--- src/rtl/board_tx_formatter_if.sv ---
// Byte-stream handshake between the board formatter and the UART transmitter.
// The formatter is the master: it requests one byte at a time and the
// transmitter reports acceptance (tx_active) and completion (tx_done).
interface board_tx_formatter_if;
    logic       tx_data_valid;
    logic [7:0] tx_byte;
    logic       tx_active;
    logic       tx_done;

    modport master (
        output tx_data_valid,
        output tx_byte,
        input  tx_active,
        input  tx_done
    );

    modport slave (
        input  tx_data_valid,
        input  tx_byte,
        output tx_active,
        output tx_done
    );
endinterface

--- src/rtl/board_tx_formatter.sv ---
// Tic-tac-toe board to ASCII text formatter.
// On start the 3x3 board is snapshotted and rendered row by row as
// "c|c|c" plus a line ending, one byte per UART transmission.
// A row counter and a column position walk through the frame alongside
// byte_idx so the character can be chosen without dividing by the row length.
module board_tx_formatter #(
    parameter bit         NEWLINE_CRLF = 1'b1,
    parameter logic [7:0] EMPTY_CHAR   = 8'h2E
) (
    input  logic                  clk,
    input  logic                  reset_n,
    input  logic                  start,
    input  logic [17:0]           board,
    output logic                  busy,
    output logic                  frame_done,
    board_tx_formatter_if.master  tx
);

    localparam int         ROW_LEN   = NEWLINE_CRLF ? 7 : 6;
    localparam int         FRAME_LEN = 3 * ROW_LEN;
    localparam logic [4:0] LAST_IDX  = 5'(FRAME_LEN - 1);
    localparam logic [2:0] LAST_COL  = 3'(ROW_LEN - 1);

    localparam logic [7:0] CHAR_X    = 8'h58;
    localparam logic [7:0] CHAR_O    = 8'h4F;
    localparam logic [7:0] CHAR_BAD  = 8'h3F;
    localparam logic [7:0] CHAR_BAR  = 8'h7C;
    localparam logic [7:0] CHAR_CR   = 8'h0D;
    localparam logic [7:0] CHAR_LF   = 8'h0A;

    typedef enum logic [2:0] {
        ST_IDLE,
        ST_SEND,
        ST_WAIT_ACK,
        ST_WAIT_DONE,
        ST_FINISH
    } state_e;

    state_e      state_q, state_d;
    logic [4:0]  byte_idx_q, byte_idx_d;
    logic [1:0]  row_q, row_d;
    logic [2:0]  col_q, col_d;
    logic [17:0] snap_q, snap_d;
    logic        valid_q, valid_d;
    logic [7:0]  tx_byte_q, tx_byte_d;
    logic        busy_q, busy_d;
    logic        frame_done_q, frame_done_d;

    logic [3:0]  cell_idx;
    logic [1:0]  cell_code;
    logic [7:0]  next_char;

    // Map a 2-bit cell code to its printable character.
    function automatic logic [7:0] cell_ascii(input logic [1:0] code);
        logic [7:0] ch;
        unique case (code)
            2'b00:   ch = EMPTY_CHAR;
            2'b01:   ch = CHAR_X;
            2'b10:   ch = CHAR_O;
            default: ch = CHAR_BAD;
        endcase
        return ch;
    endfunction

    // Sequence the frame: accept start, request a byte, wait for the
    // transmitter to take it and finish it, then step to the next byte.
    always_comb begin
        state_d    = state_q;
        byte_idx_d = byte_idx_q;
        row_d      = row_q;
        col_d      = col_q;
        snap_d     = snap_q;

        unique case (state_q)
            ST_IDLE: begin
                if (start) begin
                    snap_d     = board;
                    byte_idx_d = 5'd0;
                    row_d      = 2'd0;
                    col_d      = 3'd0;
                    state_d    = ST_SEND;
                end
            end
            ST_SEND: begin
                state_d = ST_WAIT_ACK;
            end
            ST_WAIT_ACK: begin
                if (tx.tx_active) begin
                    state_d = ST_WAIT_DONE;
                end
            end
            ST_WAIT_DONE: begin
                if (tx.tx_done) begin
                    if (byte_idx_q == LAST_IDX) begin
                        state_d = ST_FINISH;
                    end else begin
                        byte_idx_d = byte_idx_q + 5'd1;
                        if (col_q == LAST_COL) begin
                            col_d = 3'd0;
                            row_d = row_q + 2'd1;
                        end else begin
                            col_d = col_q + 3'd1;
                        end
                        state_d = ST_SEND;
                    end
                end
            end
            ST_FINISH: begin
                state_d = ST_IDLE;
            end
            default: begin
                state_d = ST_IDLE;
            end
        endcase
    end

    // Pick the character for the upcoming byte from the row and column
    // it will occupy; even columns 0/2/4 are cells, 1/3 are separators.
    always_comb begin
        cell_idx  = {2'b00, row_d} + {1'b0, row_d, 1'b0} + {2'b00, col_d[2:1]};
        cell_code = snap_d[{cell_idx, 1'b0} +: 2];
        next_char = CHAR_LF;
        unique case (col_d)
            3'd0, 3'd2, 3'd4: next_char = cell_ascii(cell_code);
            3'd1, 3'd3:       next_char = CHAR_BAR;
            3'd5:             next_char = NEWLINE_CRLF ? CHAR_CR : CHAR_LF;
            default:          next_char = CHAR_LF;
        endcase
    end

    // Registered outputs follow the state being entered, so the byte and its
    // valid strobe appear together and the byte holds until the next request.
    always_comb begin
        valid_d      = (state_d == ST_SEND);
        busy_d       = (state_d == ST_SEND) || (state_d == ST_WAIT_ACK) ||
                       (state_d == ST_WAIT_DONE);
        frame_done_d = (state_d == ST_FINISH);
        tx_byte_d    = (state_d == ST_SEND) ? next_char : tx_byte_q;
    end

    // State and output registers; reset abandons any frame in progress.
    always_ff @(posedge clk or negedge reset_n) begin
        if (!reset_n) begin
            state_q      <= ST_IDLE;
            byte_idx_q   <= 5'd0;
            row_q        <= 2'd0;
            col_q        <= 3'd0;
            snap_q       <= 18'd0;
            valid_q      <= 1'b0;
            tx_byte_q    <= 8'h00;
            busy_q       <= 1'b0;
            frame_done_q <= 1'b0;
        end else begin
            state_q      <= state_d;
            byte_idx_q   <= byte_idx_d;
            row_q        <= row_d;
            col_q        <= col_d;
            snap_q       <= snap_d;
            valid_q      <= valid_d;
            tx_byte_q    <= tx_byte_d;
            busy_q       <= busy_d;
            frame_done_q <= frame_done_d;
        end
    end

    assign tx.tx_data_valid = valid_q;
    assign tx.tx_byte       = tx_byte_q;
    assign busy             = busy_q;
    assign frame_done       = frame_done_q;

endmodule
--- src/flat_wrapper.sv ---
// flat-port wrapper written by rule: the top's interface ports become plain ports
module board_tx_formatter_flat 
#(
    parameter bit         NEWLINE_CRLF = 1'b1,
    parameter logic [7:0] EMPTY_CHAR   = 8'h2E
)
  (clk, reset_n, start, board, busy, frame_done, tx_tx_data_valid, tx_tx_byte, tx_tx_active, tx_tx_done);
  board_tx_formatter_if tx_i ();
  input  logic clk;
  input  logic reset_n;
  input  logic start;
  input  logic [17:0] board;
  output logic busy;
  output logic frame_done;
  output wire logic [$bits(tx_i.tx_data_valid)-1:0] tx_tx_data_valid;
  output wire logic [$bits(tx_i.tx_byte)-1:0] tx_tx_byte;
  input wire logic [$bits(tx_i.tx_active)-1:0] tx_tx_active;
  input wire logic [$bits(tx_i.tx_done)-1:0] tx_tx_done;
  assign tx_tx_data_valid = tx_i.tx_data_valid;
  assign tx_tx_byte = tx_i.tx_byte;
  assign tx_i.tx_active = tx_tx_active;
  assign tx_i.tx_done = tx_tx_done;
  board_tx_formatter #(.NEWLINE_CRLF(NEWLINE_CRLF), .EMPTY_CHAR(EMPTY_CHAR)) u_core (.clk(clk), .reset_n(reset_n), .start(start), .board(board), .busy(busy), .frame_done(frame_done), .tx(tx_i));
endmodule
--- config.mk ---
export PLATFORM = sky130hd
export DESIGN_NAME = board_tx_formatter_flat
export DESIGN_NICKNAME = d
export VERILOG_FILES = /design/src/rtl/board_tx_formatter_if.sv /design/src/rtl/board_tx_formatter.sv /design/src/flat_wrapper.sv
export SDC_FILE = /design/constraint.sdc
export NUM_CORES = 1
export LEC_CHECK = 0
export BUFFER_PORTS_ARGS = -buffer_cell sky130_fd_sc_hd__buf_2
export CORE_MARGIN = 2
export CORE_UTILIZATION = 40
export CTS_CLUSTER_SIZE = 14
export DETAILED_ROUTE_END_ITERATION = 10
export PLACE_DENSITY_LB_ADDON = 0.1
export SLEW_MARGIN = 10
export SYNTH_ARGS = -nofsm -noshare
export SYNTH_HDL_FRONTEND = slang
export SYNTH_SLANG_ARGS = --single-unit
--- constraint.sdc ---
create_clock -name clk -period 5.54 [get_ports clk]
set_input_delay 0.277 -clock clk [delete_from_list [all_inputs] [get_ports clk]]
set_output_delay 0.277 -clock clk [all_outputs]
set_load 0.02 [all_outputs]
==> impl_metrics.py, run 1 <==
metrics = {
    "status": {
        "status": "complete, no violations",
    },
    "grt": {
        "grt_pass1_wl_mm": 7.99,
        "grt_pass1_vias": 1690,
        "grt_overflow": 0,
        "grt_antenna_before_repair": 0,
        "grt_max_degree": 42,
        "grt_util_all_layers_pct": 16.8,
    },
    "die": {
        "num_rows": 27,
        "pin_count": 34,
        "initial_utilization_pct": 41.0,
        "chipWidth_um": 78.9,
        "die_y_um": 78.9,
        "die_area_mm2": 0.00622,
        "core_area_mm2": 0.00547,
    },
    "timing": {
        "worst_slack_ns": 0.502,
        "finalCritPeriodShare_pct": 90.9,
        "worst_clock_skew_ns": 0.00556,
        "finalHoldViolCount": 0,
        "rsz0062_at_grt": "no",
        "tightest_slew_ns": 0.928,
        "finalMaxSlewViolations": 0,
        "slew_headroom_pct": 38.2,
        "fmax_mhz": 198,
        "fin_crit_ns": 5.04,
        "setup_violations": 0,
        "tns_ns": 0,
    },
    "cts": {
        "cts_tree": "yes",
        "cts_setup_buffers": 0,
        "htree_levels": 2,
        "clock_latency_ns": 0.30,
        "cts_buffer_depth": 2,
        "cts_buffers": 5,
        "cts_root_buffer": "clkbuf_8",
        "hold_buffers": 0,
        "clkTransAtPathRegs_ns": 0.08,
        "ctsResizeCount": 0,
        "clkSinkCount": 41,
    },
    "yosys": {
        "synth_compound_gate_area_share_pct": 11.9,
        "yosys.area_share.adder_pct": 5.36,
        "synth_area_mm2": 0.00224,
        "synth_cell_types": 50,
        "synth_xor_area_share_pct": 1.56,
        "syn-num-nets": 254,
        "synth-seq-area-share_pct": 45.8,
        "synthCells": 222,
        "yosysWarnings": 0,
        "synthMuxAreaShare_pct": 10.3,
        "synth-simple-area-share_pct": 19.4,
        "synth_top_family_by_area": "simple AND/OR/NAND/NOR gates",
        "yosys_register_bits": 41,
        "syn_avg_cell_area_um2": 10.1,
        "synth-edff-count": 0,
        "synthArstFlopShare_pct": 100,
        "ys.flop_type": "dfrtp_1",
    },
    "placed_design": {
        "place_hpwl_mm": 3.40,
        "post-place-ws_ns": 0.501,
        "gp_congestion": 0.759,
        "dp.cells": 317,
        "port_buffers": 32,
    },
    "routing": {
        "ant_nets": 0,
        "vias": 1668,
        "first_pass_iters": 4,
        "drt_wl_total_mm": 4.67,
        "drt-initial-drc-count": 104,
        "routedWlPerCell_um": 14.4,
        "vias_per_cell": 5.13,
        "drc": 0,
    },
    "layout": {
        "final.fill_count": 561,
        "syn_to_final_growth_pct": 14.8,
        "finish.utilization_pct": 47.0,
        "drive_gt1_share_pct": 23.3,
        "num_antenna_cells": 0,
        "nets": 284,
        "multi_input_area_mm2": 0.00109,
        "seq_area_mm2": 0.00103,
        "stdcell_count": 325,
    },
    "power_and_ir_drop": {
        "p_per_area_mw_per_mm2": 593,
        "leakage_nw": 1.24,
        "ir_worst_vdd_mv": 0.221,
    },
    "setup_path": {
        "r2r-start": "u_core.state_q[1]$_DFF_PN0_",
        "cp-start-kind": "flip-flop",
        "endpoint_kind": "flip-flop",
        "path_class": "reg -> reg",
        "cp_slowest_cell": "or4b_2",
        "worstPathCellList": "or4b_2 > o311ai_0 > o41ai_1 > xor2_1 > ha_1 > ha_1 > fa_1 > nor3_1 > mux2_2 > o31a_1 > or4_4 > o21a_1 > ha_1 > mux2i_1 > nand2_1 > o21ai_0 > o21ai_0",
        "cp_slowest_stage_delay_ns": 0.77,
        "cp_max_fo": 9,
        "crit_required_ns": 5.72,
        "worstPathArrival_ns": 5.22,
        "crit_buf_inv": 0,
        "cp_common_cell": "ha_1",
        "worstSetupStartpoint": "u_core.state_q[1]$_DFF_PN0_",
        "critical-path-top-delay-family": "adder cells",
    },
    "run": {
        "max-cap-violations": 0,
    },
    "hold_path": {
        "hp-class": "in -> async",
    },
}
through the flow:
step	area, um2	hold WS, ns	total power, mW
6_report	2570	0.115	1.53
5_1_grt	2570	0.186	1.67
4_1_cts	2570	0.150	1.55
3_5_place_dp	2440	0.454	1.26
3_3_place_gp	2440	0.447	1.24
2_1_floorplan	2240	-0.0186	1.08
placed cells by master (no fill, tap or decap), types with 2 or more instances in the layout:
| cell type | Yosys | layout |
|---|---|---|
| and4b_1 | 2 | 2 |
| nand2b_1 | 2 | 2 |
| nand3_1 | 4 | 4 |
| buf_4 | 2 | 4 |
| xor2_1 | 4 | 4 |
| nand4_1 | 4 | 4 |
| nor2_1 | 12 | 12 |
| a31oi_1 | 2 | 2 |
| bufinv_16 | 0 | 2 |
| o31a_1 | 3 | 3 |
| dfrtp_1 | 41 | 41 |
| mux4_1 | 3 | 3 |
| or3_1 | 5 | 5 |
| nor3_1 | 5 | 5 |
| a22o_1 | 2 | 2 |
| mux2_2 | 8 | 8 |
| mux2i_1 | 4 | 4 |
| buf_2 | 1 | 32 |
| clkbuf_8 | 1 | 5 |
| ha_1 | 8 | 8 |
| o41ai_1 | 2 | 2 |
| inv_1 | 11 | 11 |
| o21ai_0 | 12 | 12 |
| nand4b_1 | 2 | 2 |
| a21oi_1 | 4 | 4 |
| nand2_1 | 46 | 46 |
synth_stat cells, types with 2 or more instances:
cell	number	area share, %
buf_4	2	0.67
nor3_1	5	1.1
dfrtp_1	41	46
or3_1	5	1.4
nand3_1	4	0.89
o31a_1	3	1.2
o21ai_0	12	2.7
nand2b_1	2	0.56
mux2_2	8	4.0
buf_6	2	1.0
nand4_1	4	1.1
ha_1	8	4.5
and4b_1	2	0.89
xor2_1	4	1.6
nand4b_1	2	0.78
a22o_1	2	0.78
nor2_1	12	2.0
nand2_1	46	7.7
clkbuf_1	7	1.2
a21oi_1	4	0.89
a31oi_1	2	0.56
mux4_1	3	3.5
mux2i_1	4	1.8
inv_1	11	1.8
o41ai_1	2	0.78
registers in the layout, summed over array words and instances (netlist names):
| register | flops |
|---|---|
| u_core.tx.tx_data_valid | 1 |
| u_core.col_q | 3 |
| u_core.tx.tx_byte | 7 |
| u_core.row_q | 2 |
| u_core.frame_done | 1 |
| u_core.byte_idx_q | 5 |
| u_core.state_q | 3 |
| u_core.snap_q | 18 |
| u_core.busy | 1 |
worst reg2reg max path, delay by kind of cell, from the launching register on:
family / cells / cell delay, ns
and+or+nand+nor: 4 / 1.34
xor gates and xnor gates: 1 / 0.19
adders and majority gates: 4 / 1.49
muxes: 2 / 0.41
AOI/OAI and AO/OA: 6 / 1.00
DFF: 1 / 0.48
power by group:
part,switching [mW],leakage [nW],total (mW),internal (mW)
clock,0.108,0.0681,0.287,0.179
combinational,0.402,0.659,0.729,0.327
sequential,0.0880,0.509,0.510,0.422
total,0.598,1.24,1.53,0.928
final timing paths:
check | cells past startpoint | slack (ns) | to
max in group asynchronous | 1 | 4.85 | u_core.snap_q[15]$_DFF_PN0_
worst max register to register | 17 | 0.50 | u_core.tx.tx_byte[5]$_DFFE_PN0P_
worst min register to register | 1 | 0.48 | u_core.tx.tx_byte[3]$_DFFE_PN0P_
worst max-delay path | 17 | 0.50 | u_core.tx.tx_byte[5]$_DFFE_PN0P_
min in group clk | 3 | 0.18 | u_core.snap_q[7]$_DFF_PN0_
worst min-delay path | 1 | 0.11 | u_core.busy$_DFF_PN0_
logic make-up after synthesis:
logic type                 count (synthesis)
AOI/OAI and AO/OA                         39
buffers and inverters                     24
muxes                                     16
xor gates and xnor gates                   4
and+or+nand+nor                           88
adders and majority gates                  9
DFF                                       41
other                                      1
metal layers:
layer  vias to the layer above  wire length (um)  GRT usage [%]
li1                        837                 -              -
met1                       784              2150           20.3
met2                        36              2250           29.0
met3                        11               162           3.64
met4                         0               108           7.07
met5                         -                 0              0
final cells by class:
cell class                      count  share of cell area, %
Multi-Input combinational cell    157                   42.4
Sequential cell                    41                   39.9
Timing Repair Buffer               36                   7.39
Tap cell                           72                   3.50
Clock buffer                        5                   2.67
Clock inverter                      3                   2.53
Inverter                           11                   1.60
(Power assumes the default switching activity.)
==> inputs of run 2 (changes only) <==
--- a/config.mk
+++ b/config.mk
@@ -11,6 +11,7 @@
 export CTS_CLUSTER_SIZE = 14
 export DETAILED_ROUTE_END_ITERATION = 10
 export PLACE_DENSITY_LB_ADDON = 0.1
+export REMOVE_ABC_BUFFERS = 1
 export SLEW_MARGIN = 10
 export SYNTH_ARGS = -nofsm -noshare
 export SYNTH_HDL_FRONTEND = slang
==> impl_metrics.py, run 2 (same netlist as run 1, synthesis figures left out) <==
metrics = {
    "status": {
        "status": "complete, no violations",
    },
    "routing": {
        "drt-initial-drc-count": 76,
        "first_pass_iters": 4,
        "vias": 1658,
        "drt_wl_total_mm": 4.51,
        "vias_per_cell": 5.10,
        "routedWlPerCell_um": 13.9,
        "drc": 0,
        "ant_nets": 0,
    },
    "placed_design": {
        "port_buffers": 32,
        "gp_congestion": 0.802,
        "place_hpwl_mm": 3.22,
        "dp.cells": 317,
    },
    "grt": {
        "grt_pass1_wl_mm": 7.81,
        "grt_overflow": 0,
        "grt_max_degree": 42,
        "grt_util_all_layers_pct": 15.9,
        "grt_antenna_before_repair": 0,
        "grt_pass1_vias": 1691,
    },
    "timing": {
        "rsz0062_at_grt": "no",
        "fmax_mhz": 199,
        "setup_violations": 0,
        "worst_clock_skew_ns": 0.00350,
        "slew_headroom_pct": 39.8,
        "fin_crit_ns": 5.02,
        "tightest_slew_ns": 0.903,
        "whs_ns": 0.0961,
        "finalHoldViolCount": 0,
        "finalMaxSlewViolations": 0,
        "tns_ns": 0,
        "finalCritPeriodShare_pct": 90.7,
    },
    "layout": {
        "largest_register_ffs": 18,
        "finish.utilization_pct": 46.4,
        "syn_to_final_growth_pct": 13.3,
        "num_antenna_cells": 0,
        "nets": 284,
        "stdcell_count": 325,
        "final_common_cell": "nand2_1",
        "top_register": "u_core.snap_q",
        "final_cell_mix": "46 x nand2_1, 41 x dfrtp_1, 32 x buf_2",
        "drive_gt1_share_pct": 23.3,
    },
    "setup_path": {
        "cp_max_fo": 9,
        "worstPathArrival_ns": 5.21,
        "crit_required_ns": 5.73,
        "endpoint_kind": "flip-flop",
        "cp-start-kind": "flip-flop",
        "path_class": "reg -> reg",
        "reg2reg_setup_slack_ns": 0.52,
    },
    "cts": {
        "htree_levels": 2,
        "clkSinkCount": 41,
        "cts_buffers": 5,
        "cts_root_buffer": "clkbuf_8",
        "ctsResizeCount": 0,
        "clkTransAtPathRegs_ns": 0.08,
        "clock_latency_ns": 0.29,
        "cts_setup_buffers": 0,
        "cts_buffer_depth": 2,
        "hold_buffers": 0,
        "cts_tree": "yes",
    },
    "die": {
        "pin_count": 34,
        "die_area_mm2": 0.00622,
        "initial_utilization_pct": 41.0,
        "chipWidth_um": 78.9,
        "die_y_um": 78.9,
        "num_rows": 27,
        "core_area_mm2": 0.00547,
    },
    "hold_path": {
        "hp-class": "in -> async",
    },
    "run": {
        "max-cap-violations": 0,
    },
    "power_and_ir_drop": {
        "total_power_mw": 1.45,
        "leakage_nw": 1.22,
        "ir_worst_vdd_mv": 0.197,
        "p_per_area_mw_per_mm2": 569,
    },
}
-- run 2: cell types whose count changed in the layout (fill, tap and decap cells not counted) --
cell	before	now
bufinv_16	2	0
clkbuf_8	5	7
-- run 2: path summary, 6_finish.rpt --
path / startpoint / end / cells after the start
min in group clk: board[8] / u_core.snap_q[8]$_DFF_PN0_ / 3
setup / recovery: u_core.state_q[1]$_DFF_PN0_ / u_core.tx.tx_byte[0]$_DFFE_PN0P_ / 15
max in group asynchronous: reset_n / u_core.byte_idx_q[1]$_DFFE_PN0P_ / 1
setup reg to reg: u_core.state_q[1]$_DFF_PN0_ / u_core.tx.tx_byte[0]$_DFFE_PN0P_ / 15
hold reg to reg: u_core.snap_q[8]$_DFF_PN0_ / u_core.snap_q[8]$_DFF_PN0_ / 2
hold / removal: reset_n / u_core.byte_idx_q[2]$_DFFE_PN0P_ / 1
-- run 2: power breakdown --
| group | leakage, nW | internal (mW) | switching, mW |
|---|---|---|---|
| clock | 0.0542 | 0.113 | 0.106 |
| sequential | 0.509 | 0.422 | 0.0867 |
| combinational | 0.659 | 0.326 | 0.391 |
-- run 2: cell type report --
cell class	count	area [um2]
Inverter	11	41.3
Tap cell	72	90.1
Multi-Input combinational cell	157	1090
Clock inverter	1	5.00
Fill cell	544	2930
Sequential cell	41	1030
Clock buffer	7	96.3
Timing Repair Buffer	36	190
-- run 2: routing by layer --
layer | GRT usage [%] | wire, um
met3 | 3.52 | 128
met4 | 4.66 | 36
met1 | 20.0 | 2090
met2 | 27.4 | 2260
met5 | 0 | 0
-- run 2: worst max-delay path, stage by stage (launching register included) --
cell and delay, ns:
dfrtp_1 0.49, or4b_2 0.77, o311ai_0 0.16, o41ai_1 0.22
xor2_1 0.19, ha_1 0.31, ha_1 0.21, fa_1 0.62
nor3_1 0.09, mux2_2 0.27, o31a_1 0.29, or4_4 0.44
o21a_1 0.13, ha_1 0.18, or3_1 0.36, a22o_1 0.19
-- run 2: per-stage QoR --
stage	cell area, um2	worst slack, ns
final	2540	0.516
after global placement	2440	0.651
after detailed placement	2440	0.562
after global routing	2540	0.119
after floorplan	2160	0.452
after CTS	2540	0.528
==> inputs of run 3 (changes only) <==
--- a/config.mk
+++ b/config.mk
@@ -6,6 +6,8 @@
 export NUM_CORES = 1
 export LEC_CHECK = 0
 export BUFFER_PORTS_ARGS = -buffer_cell sky130_fd_sc_hd__buf_2
+export CELL_PAD_IN_SITES_DETAIL_PLACEMENT = 1
+export CELL_PAD_IN_SITES_GLOBAL_PLACEMENT = 1
 export CORE_MARGIN = 2
 export CORE_UTILIZATION = 40
 export CTS_CLUSTER_SIZE = 14
==> constraint.sdc (replaced) <==
create_clock -name clk -period 5.35 [get_ports clk]
set_input_delay 0.2675 -clock clk [delete_from_list [all_inputs] [get_ports clk]]
set_output_delay 0.2675 -clock clk [all_outputs]
set_load 0.02 [all_outputs]
==> impl_metrics.py, run 3 (same netlist as run 1, synthesis figures left out) <==
metrics = {
    "routing": {
        "vias_per_cell": 5.26,
        "routedWlPerCell_um": 15.3,
        "ant_nets": 0,
        "drt_wl_total_mm": 4.96,
        "drc": 0,
        "drt-initial-drc-count": 76,
        "first_pass_iters": 4,
        "vias": 1709,
    },
    "placed_design": {
        "port_buffers": 32,
        "gp_congestion": 0.769,
        "placed_area_mm2": 0.00245,
        "post-place-ws_ns": 0.283,
        "place_hpwl_mm": 3.60,
    },
    "cts": {
        "clock_latency_ns": 0.29,
        "clkTransAtPathRegs_ns": 0.08,
        "hold_buffers": 0,
        "cts_buffer_depth": 2,
        "htree_levels": 2,
        "cts_root_buffer": "clkbuf_8",
        "cts_tree": "yes",
        "cts_buffers": 5,
        "clkSinkCount": 41,
    },
    "layout": {
        "final_cell_mix": "46 x nand2_1, 40 x dfrtp_1, 32 x buf_2",
        "nets": 285,
        "top_register": "u_core.snap_q",
        "largest_register_ffs": 18,
        "final_common_cell": "nand2_1",
        "drive_gt1_share_pct": 24.9,
        "finish.utilization_pct": 46.7,
        "final.fill_count": 656,
        "syn_to_final_growth_pct": 14.0,
        "num_antenna_cells": 0,
        "final_area_mm2": 0.00256,
    },
    "timing": {
        "fmax_mhz": 201,
        "setup_violations": 0,
        "worst_clock_skew_ns": 0.00326,
        "slew_headroom_pct": 37.6,
        "tns_ns": 0,
        "fin_crit_ns": 4.98,
        "rsz0062_at_grt": "no",
        "finalHoldViolCount": 0,
        "worst_slack_ns": 0.374,
        "finalCritPeriodShare_pct": 93.0,
        "finalMaxSlewViolations": 0,
        "tightest_slew_ns": 0.936,
    },
    "setup_path": {
        "endpoint_kind": "flip-flop",
        "worstPathArrival_ns": 5.16,
        "cp-start-kind": "flip-flop",
        "path_class": "reg -> reg",
        "cp_max_fo": 9,
        "crit_required_ns": 5.53,
    },
    "grt": {
        "grt_overflow": 0,
        "grt_pass1_wl_mm": 8.64,
        "grt_util_all_layers_pct": 17.6,
        "grt_antenna_before_repair": 0,
        "grt_max_degree": 42,
        "grt_pass1_vias": 1837,
    },
    "die": {
        "pin_count": 34,
        "die_y_um": 78.9,
        "initial_utilization_pct": 41.0,
        "num_rows": 27,
        "chipWidth_um": 78.9,
        "die_area_mm2": 0.00622,
        "core_area_mm2": 0.00547,
    },
    "power_and_ir_drop": {
        "leakage_nw": 1.22,
        "p_per_area_mw_per_mm2": 587,
        "total_power_mw": 1.50,
        "ir_worst_vdd_mv": 0.211,
    },
    "status": {
        "status": "complete, no violations",
    },
    "run": {
        "max-cap-violations": 0,
    },
    "hold_path": {
        "hp-class": "in -> async",
    },
}
==> run 3: cell count changes in the layout (fill, tap and decap cells not counted), sizes merged <==
cell    before  now
clkinv       1    0
buf         36   37
==> run 3: final cells by class <==
cell class / count / area (um2) / area share [%]
well taps: 72 / 90.1 / 3.52
inverters: 11 / 41.3 / 1.62
flip-flops and latches: 41 / 1030 / 40.2
multi-input cells: 157 / 1110 / 43.6
clock buffers: 7 / 86.3 / 3.38
repair buffers: 37 / 198 / 7.73
==> run 3: worst max-delay path, stage by stage (launching register included) <==
cell,delay [ns]
dfrtp_1,0.44
or4b_2,0.78
o311ai_1,0.16
o41ai_2,0.20
xor2_1,0.18
ha_1,0.30
ha_1,0.21
fa_2,0.63
nor3_1,0.07
mux2_2,0.28
o31a_1,0.29
or4_4,0.44
o21a_1,0.13
ha_1,0.19
or3_1,0.36
a22o_1,0.20
==> run 3: metrics by stage <==
step	instances	hold slack, ns
finish	325	0.116
global route	325	0.177
CTS	325	0.150
detailed placement	318	0.457
global placement	318	0.445
floorplan	209	-0.0281
==> run 3: power breakdown <==
group	internal (mW)	total, mW	switching [mW]
clock	0.102	0.204	0.101
combinational	0.341	0.764	0.423
sequential	0.438	0.531	0.0934
total	0.881	1.50	0.618
==> run 3: path summary, 6_finish.rpt <==
check                                       startpoint                               end  slack (ns)  depth (start not counted)
min                                            reset_n       u_core.frame_done$_DFF_PN0_        0.12                          1
max                        u_core.state_q[2]$_DFF_PN0_  u_core.tx.tx_byte[0]$_DFFE_PN0P_        0.37                         15
max reg2reg                u_core.state_q[2]$_DFF_PN0_  u_core.tx.tx_byte[0]$_DFFE_PN0P_        0.37                         15
min in group clk                              board[8]        u_core.snap_q[8]$_DFF_PN0_        0.18                          3
max in group asynchronous                      reset_n       u_core.state_q[1]$_DFF_PN0_        4.60                          1
min reg2reg                 u_core.snap_q[8]$_DFF_PN0_        u_core.snap_q[8]$_DFF_PN0_        0.47                          2
==> run 3: what timing repair did <==
item	4_1_cts	5_1_grt
buffers inserted	0	0
gates resized for setup	0	6
endpoints found under the setup margin	0	3
==> run 3: metal layers <==
metal / routed length [um] / global-route usage (%) / up-vias
met5: 0 / 0 / -
met4: 42 / 3.97 / 0
li1: - / - / 836
met3: 139 / 3.98 / 6
met2: 2560 / 31.6 / 22
met1: 2220 / 21.5 / 845
